==> src/rtl/mips_trace_buffer.sv <==
// Instruction trace buffer: circular capture of committed {pc, instr, alu, branch},
// selectable trigger with post-trigger window, then oldest-first readout.
// Ports:
//   globalclock, globalreset            clock, synchronous active-high reset
//   cap_en, pc_in, instr_in, alu_in,
//   branch_in                           committed-instruction capture set
//   arm, trig_mode, trig_pc             capture start and trigger select
//   rd_en, rd_data, rd_valid            readout (DONE only), one entry per pop
//   count, state, wrapped               status
module mips_trace_buffer #(
    parameter int DATA_W    = 32,
    parameter int DEPTH     = 16,
    parameter int POST_TRIG = 4
) (
    input  logic                    globalclock,
    input  logic                    globalreset,
    input  logic                    cap_en,
    input  logic [DATA_W-1:0]       pc_in,
    input  logic [DATA_W-1:0]       instr_in,
    input  logic [DATA_W-1:0]       alu_in,
    input  logic                    branch_in,
    input  logic                    arm,
    input  logic [1:0]              trig_mode,
    input  logic [DATA_W-1:0]       trig_pc,
    input  logic                    rd_en,
    output logic [3*DATA_W:0]       rd_data,
    output logic                    rd_valid,
    output logic [$clog2(DEPTH):0]  count,
    output logic [1:0]              state,
    output logic                    wrapped
);

    localparam int AW = $clog2(DEPTH);
    localparam int CW = AW + 1;
    localparam int EW = 3 * DATA_W + 1;

    typedef enum logic [1:0] {
        IDLE  = 2'd0,
        ARMED = 2'd1,
        POST  = 2'd2,
        DONE  = 2'd3
    } state_t;

    state_t          state_q, state_d;
    logic [AW-1:0]   wr_q, wr_d;
    logic [AW-1:0]   rd_q;
    logic [CW-1:0]   count_q, count_d;
    logic [AW-1:0]   post_q;
    logic            wrapped_q;
    logic            cap, hit, rd_go, full;
    logic [EW-1:0]   mem [DEPTH];

    assign full = (count_q == CW'(DEPTH));

    always_comb begin
        state_d = state_q;
        hit     = 1'b0;
        unique case (trig_mode)
            2'b00: hit = 1'b1;
            2'b01: hit = (pc_in == trig_pc);
            2'b10: hit = branch_in;
            2'b11: hit = (alu_in == '0);
        endcase

        // arm takes priority over everything else in its cycle
        cap   = cap_en && !arm && (state_q == ARMED || state_q == POST);
        rd_go = rd_en && !arm && (state_q == DONE) && (count_q != '0);

        wr_d    = cap ? wr_q + AW'(1) : wr_q;
        count_d = count_q;
        if (cap && !full) begin
            count_d = count_q + CW'(1);
        end else if (rd_go) begin
            count_d = count_q - CW'(1);
        end

        if (arm) begin
            state_d = ARMED;
        end else begin
            unique case (state_q)
                ARMED: begin
                    if (cap && hit) begin
                        state_d = (POST_TRIG == 0) ? DONE : POST;
                    end
                end
                POST: begin
                    if (cap && post_q == AW'(1)) begin
                        state_d = DONE;
                    end
                end
                default: ;
            endcase
        end
    end

    always_ff @(posedge globalclock) begin
        if (globalreset) begin
            state_q   <= IDLE;
            wr_q      <= '0;
            rd_q      <= '0;
            count_q   <= '0;
            post_q    <= '0;
            wrapped_q <= 1'b0;
            rd_valid  <= 1'b0;
            rd_data   <= '0;
        end else if (arm) begin
            state_q   <= ARMED;
            wr_q      <= '0;
            rd_q      <= '0;
            count_q   <= '0;
            post_q    <= '0;
            wrapped_q <= 1'b0;
            rd_valid  <= 1'b0;
        end else begin
            state_q  <= state_d;
            wr_q     <= wr_d;
            count_q  <= count_d;
            rd_valid <= rd_go;
            if (cap && full) begin
                wrapped_q <= 1'b1;
            end
            if (state_q == ARMED && cap && hit) begin
                post_q <= AW'(POST_TRIG);
            end else if (state_q == POST && cap) begin
                post_q <= post_q - AW'(1);
            end
            // when full, count's low bits are zero so the oldest is wr_d itself
            if (state_q != DONE && state_d == DONE) begin
                rd_q <= wr_d - count_d[AW-1:0];
            end else if (rd_go) begin
                rd_q <= rd_q + AW'(1);
            end
            if (rd_go) begin
                rd_data <= mem[rd_q];
            end
        end
    end

    always_ff @(posedge globalclock) begin
        if (!globalreset && cap) begin
            mem[wr_q] <= {pc_in, instr_in, alu_in, branch_in};
        end
    end

    assign count   = count_q;
    assign state   = state_q;
    assign wrapped = wrapped_q;

endmodule

==> config.mk <==
export PLATFORM = sky130hd
export DESIGN_NAME = mips_trace_buffer
export DESIGN_NICKNAME = d
export VERILOG_FILES = /design/src/rtl/mips_trace_buffer.sv
export SDC_FILE = /design/constraint.sdc
export NUM_CORES = 2
export LEC_CHECK = 0
export ABC_AREA = 0
export ABC_CLOCK_PERIOD_IN_PS = 9800
export BUFFER_PORTS_ARGS = -buffer_cell sky130_fd_sc_hd__buf_4
export CORE_ASPECT_RATIO = 0.6
export CORE_MARGIN = 1
export CORE_UTILIZATION = 45
export DETAILED_ROUTE_END_ITERATION = 10
export HOLD_SLACK_MARGIN = 0.05
export PLACE_DENSITY_LB_ADDON = 0.12
export SLEW_MARGIN = 20
export SYNTH_ARGS = -nofsm -noshare
export SYNTH_HDL_FRONTEND = slang
export SYNTH_SLANG_ARGS = --single-unit
==> constraint.sdc <==
create_clock -name globalclock -period 9.8 [get_ports globalclock]
set_input_delay 1.96 -clock globalclock [delete_from_list [all_inputs] [get_ports globalclock]]
set_output_delay 1.96 -clock globalclock [all_outputs]
set_load 0.05 [all_outputs]
==> results by stage <==
Route:
- The number of nets with antenna violations after detailed routing is 0.
- In the routed design, unresolved DRC markers number 0.
- The number of vias per cell after detailed routing is 5.759.
- For this block, the routed nets add up to 150.0 mm of wire.
- Dividing the detail-routed wire length by the instance count gives 29.21 microns.
- The via count is 29570.
- The detailed-router iteration count before antenna repair is 5.
- The first routing iteration left 2562 violations.

Place:
- Counting tap cells, the placed design contains a total of 4856 instances.
- Input and output buffers added on the ports amount to 241.
- The post-place instance area is 0.06743 sq mm.
- The wire-length estimate of the detail-placed layout is 82.65 mm.
- The weighted congestion at the end of routability-driven global placement is 0.7479.
- Before CTS, the worst setup slack after placement is 4582 ps.

Run status:
- The flow ran to the end, and the final reports show no timing, DRC or antenna violations.

STA:
- The number of max-slew violations in the final report came to 0.
- The final worst clock skew is 30.64 ps.
- In the post-route analysis, the smallest setup slack over all paths is 5465 ps.
- Timing would allow up to 230.7 MHz.
- In the finished design, the share of the clock period the worst path needs comes to 44.23%.
- Setup repair after global routing left no endpoint under its margin.
- The number of endpoints with negative hold slack in the final report is 0.
- The final setup violation count is 0.
- The setup TNS after final layout is 0 ps.
- The slew of the pin with the lowest slew margin is 1155 ps.
- The worst slew slack as a fraction of its limit is 22.99%.
- The post-route minimum period is 4335 ps.

Pwr:
- The static leakage is 22.09 nW.
- The relative contribution of sequential cells to total power is 55.2%.
- Of the total power, the clock network draws 43.3%.
- The analysis attributes to net switching a power of 0.002731 W.
- Internal power comes to 0.01137 W.
- The worst-case IR drop observed on VDD is 0.1223 mV.
- In this run, the combinational gates consume 1.5% of the power.
- The switching fraction of total power is 19.36%.
- In this run the power density over the cells is 194.4 mW/mm^2.
- The total power is 0.01410 W.

Clock network:
- The CTS tree is done.
- The count of hold-fix buffers inserted at cts is 0.
- The total clock buffers created by CTS is 152.
- For this design, the sink count on the clock tree is 1670.
- The tree is rooted in a clkbuf_16.
- The clock passes through at most 3 buffers.
- The source-to-sink clock delay at the later pin of the worst-skew pair is 760 ps.
- The clock slew at the register clock pins of the worst setup and hold paths is 60 ps.
- After clock tree synthesis, the repair step resized 0 gates.
- The H-tree generated during clock tree synthesis spans 4 levels.
- The number of setup buffers added after CTS is 0.

Global route:
- The first global-routing pass estimated 219.4 mm of wire.
- The via count of the first global-routing pass is 31300.
- The total congestion overflow after global routing is 0.
- The largest net degree at the start of global routing is 78.
- The global-route total usage across every layer is 21.47%.
- The initial antenna violation count is 6.

Critical path:
- The data arrival at the endpoint of the critical path is 5010 ps.
- The largest fanout on the critical path is 52.
- The most prevalent standard cell on the critical path is xnor2_1.
- The worst register-to-register path ends at mem[13][13]$_DFFE_PP_.
- For this run, the slowest stage of the critical path takes 760 ps.
- The required time of the critical path is 10480 ps.
- Setup slack on the worst reg-to-reg path comes out at 5900 ps.
- The worst setup path is captured at a register.
- STA classifies the critical path startpoint as an input port.
- The startpoint of the worst-slack reg-to-reg timing path is state[0]$_SDFF_PP0_.
- The kind of critical path is in -> reg.
- Traced cell by cell, the critical path runs through buf_4, and3b_1, o21a_4, nor2_1, a221oi_1, ha_1, a21o_1, a21oi_1, xnor2_1, xnor2_1, nand2_1, mux2i_1.
- Among all stages on the critical path, the largest delay is contributed by o21a_4.
- The depth of the worst register-to-register path is 8.

Job:
- The number of max-cap violations is 0.

Yosys:
- For this run, asynchronously set or reset flops after synthesis account for 0%.
- The leading register cell type out of synthesis is edfxtp_1.
- The mapped cell area is 0.06332 sq mm.
- edfxtp_1 takes more of the synthesized area than any other cell.
- The top cell type by area accounts for 73.60% of the synthesized area.
- The number of synthesized flops with an enable pin is 1552.
- A synthesized cell averages 22.53 sq um.
- Yosys printed 0 warnings.
- Ranked by total cell area, the synthesized netlist is headed by edfxtp_1, mux4_2, dfxtp_1.
- Counting instances in the post-synthesis netlist gives the leading cell types as edfxtp_1, mux4_2, nand2_1, dfxtp_1, a21oi_1.
- The post-synth net total is 2964.
- The cell count after synthesis is 2811.
- The proportion of synthesized chip area in sequential cells is 77.33%.
- The most frequently used cell type in the post-synthesis netlist is edfxtp_1.
- After synthesis the netlist holds a flip-flop and latch count of 1670.
- After synthesis, the netlist uses 51 different library cells.

Min path:
- The worst hold path was traced through 2 stages.
- The worst hold path begins at rd_data[40]$_SDFFE_PP0P_.
- The terminating pin of the worst hold path is rd_data[40]$_SDFFE_PP0P_.
- The worst hold path belongs to the class reg -> reg.

Floorplanning:
- The floorplan die area is 0.1423 sq mm.
- The total area inside the core boundary comes to 0.1394 sq mm.
- Measured along the x axis, the die boundary spans 486.3 microns.
- The floorplan has 106 rows.
- The starting density of the core is 45.43%.
- The number of primary I/O pins is 242.
- The chip height is 292.6 microns.

Final layout:
- The area growth from synthesis to layout is 14.56%.
- The filler cells instantiated in the layout total 10810.
- The post-layout net count is 3274.
- The post-route non-filler standard cell count is 5134.
- Summing all non-filler instances in the final layout gives an area of 0.07254 sq mm.
- Cells with a size suffix above 1 make up 32.22% of the layout.
worst max-delay path by stage:
stage	startpoint	to	slack [ps]	depth (start not counted)
2_1_floorplan	arm	mem[0][0]$_DFFE_PP_	2280	5
3_3_place_gp	arm	rd_q[3]$_SDFFE_PP0P_	4510	12
3_5_place_dp	globalreset	mem[13][95]$_DFFE_PP_	4580	5
4_1_cts	globalreset	mem[13][8]$_DFFE_PP_	5400	5
5_1_grt	arm	rd_q[3]$_SDFFE_PP0P_	5180	12
6_report	arm	rd_q[3]$_SDFFE_PP0P_	5460	12
flip-flops by register name, summed over array words and instances, names as in the netlist:
name / count
rd_q: 4
rd_data: 97
state: 2
count: 5
post_q: 4
rd_valid: 1
wrapped: 1
wr_q: 4
mem: 1552
per-layer routing:
layer	up-vias	wire length [microns]	GRT usage [%]
li1	12360	-	-
met5	-	51	0
met3	192	7646	2.996
met1	16190	67800	31.80
met2	816	71870	33.87
met4	8	2579	5.313
power by group through the flow:
stage | sequential (W) | combinational (W) | clock [W]
2_1_floorplan | 0.00795 | 0.0000458 | 0
3_3_place_gp | 0.00794 | 0.000210 | 0
3_5_place_dp | 0.00794 | 0.000221 | 0
4_1_cts | 0.00778 | 0.000221 | 0.00622
5_1_grt | 0.00778 | 0.000237 | 0.00649
6_report | 0.00778 | 0.000218 | 0.00610
per-stage QoR:
stage          utilization, %  hold slack, ps
5_1_grt                 52.04           478.6
3_5_place_dp            48.38           448.6
2_1_floorplan               -           485.4
4_1_cts                 52.01           457.4
3_3_place_gp            48.38           444.7
6_report                52.04           455.3
kinds of logic after synthesis:
kind of cell	share of synthesized area, %
AOI/OAI and AO/OA	1.110
muxes	17.33
and+or+nand+nor	2.063
adders and majority gates	0.3478
DFF	77.33
xor gates and xnor gates	0.6501
buffers and inverters	1.172
critical path, delay by kind of cell:
kind	cells	cell delay, ps
and+or+nand+nor	3	550
adders and majority gates	1	320
AOI/OAI and AO/OA	4	1560
xor gates and xnor gates	2	310
buffers and inverters	1	150
muxes	1	160
final cells by class:
type                       instances  area, sq um  share of cell area [%]
timing repair buffer             302         2323                   3.203
tap                             1890         2365                   3.260
clock buffer                     200         4173                   5.752
inverter                          15        56.30                 0.07762
clock inverter                    76        888.4                   1.225
sequential                      1670        48980                   67.52
multi-input combinational        980        13750                   18.96
antenna                            1        2.502                0.003450
placed cells by master, fill, tap and decap left out, drive strengths merged, types with 5 or more instances in the layout:
master / count
a21oi: 109
buf: 302
bufinv: 20
clkbuf: 200
clkinv: 49
clkinvlp: 5
dfxtp: 118
edfxtp: 1552
ha: 16
inv: 17
mux4: 485
nand2: 213
nand4: 6
nor2: 36
nor4: 18
xnor2: 12
xor2: 35
Power figures use the tool's default switching activity.
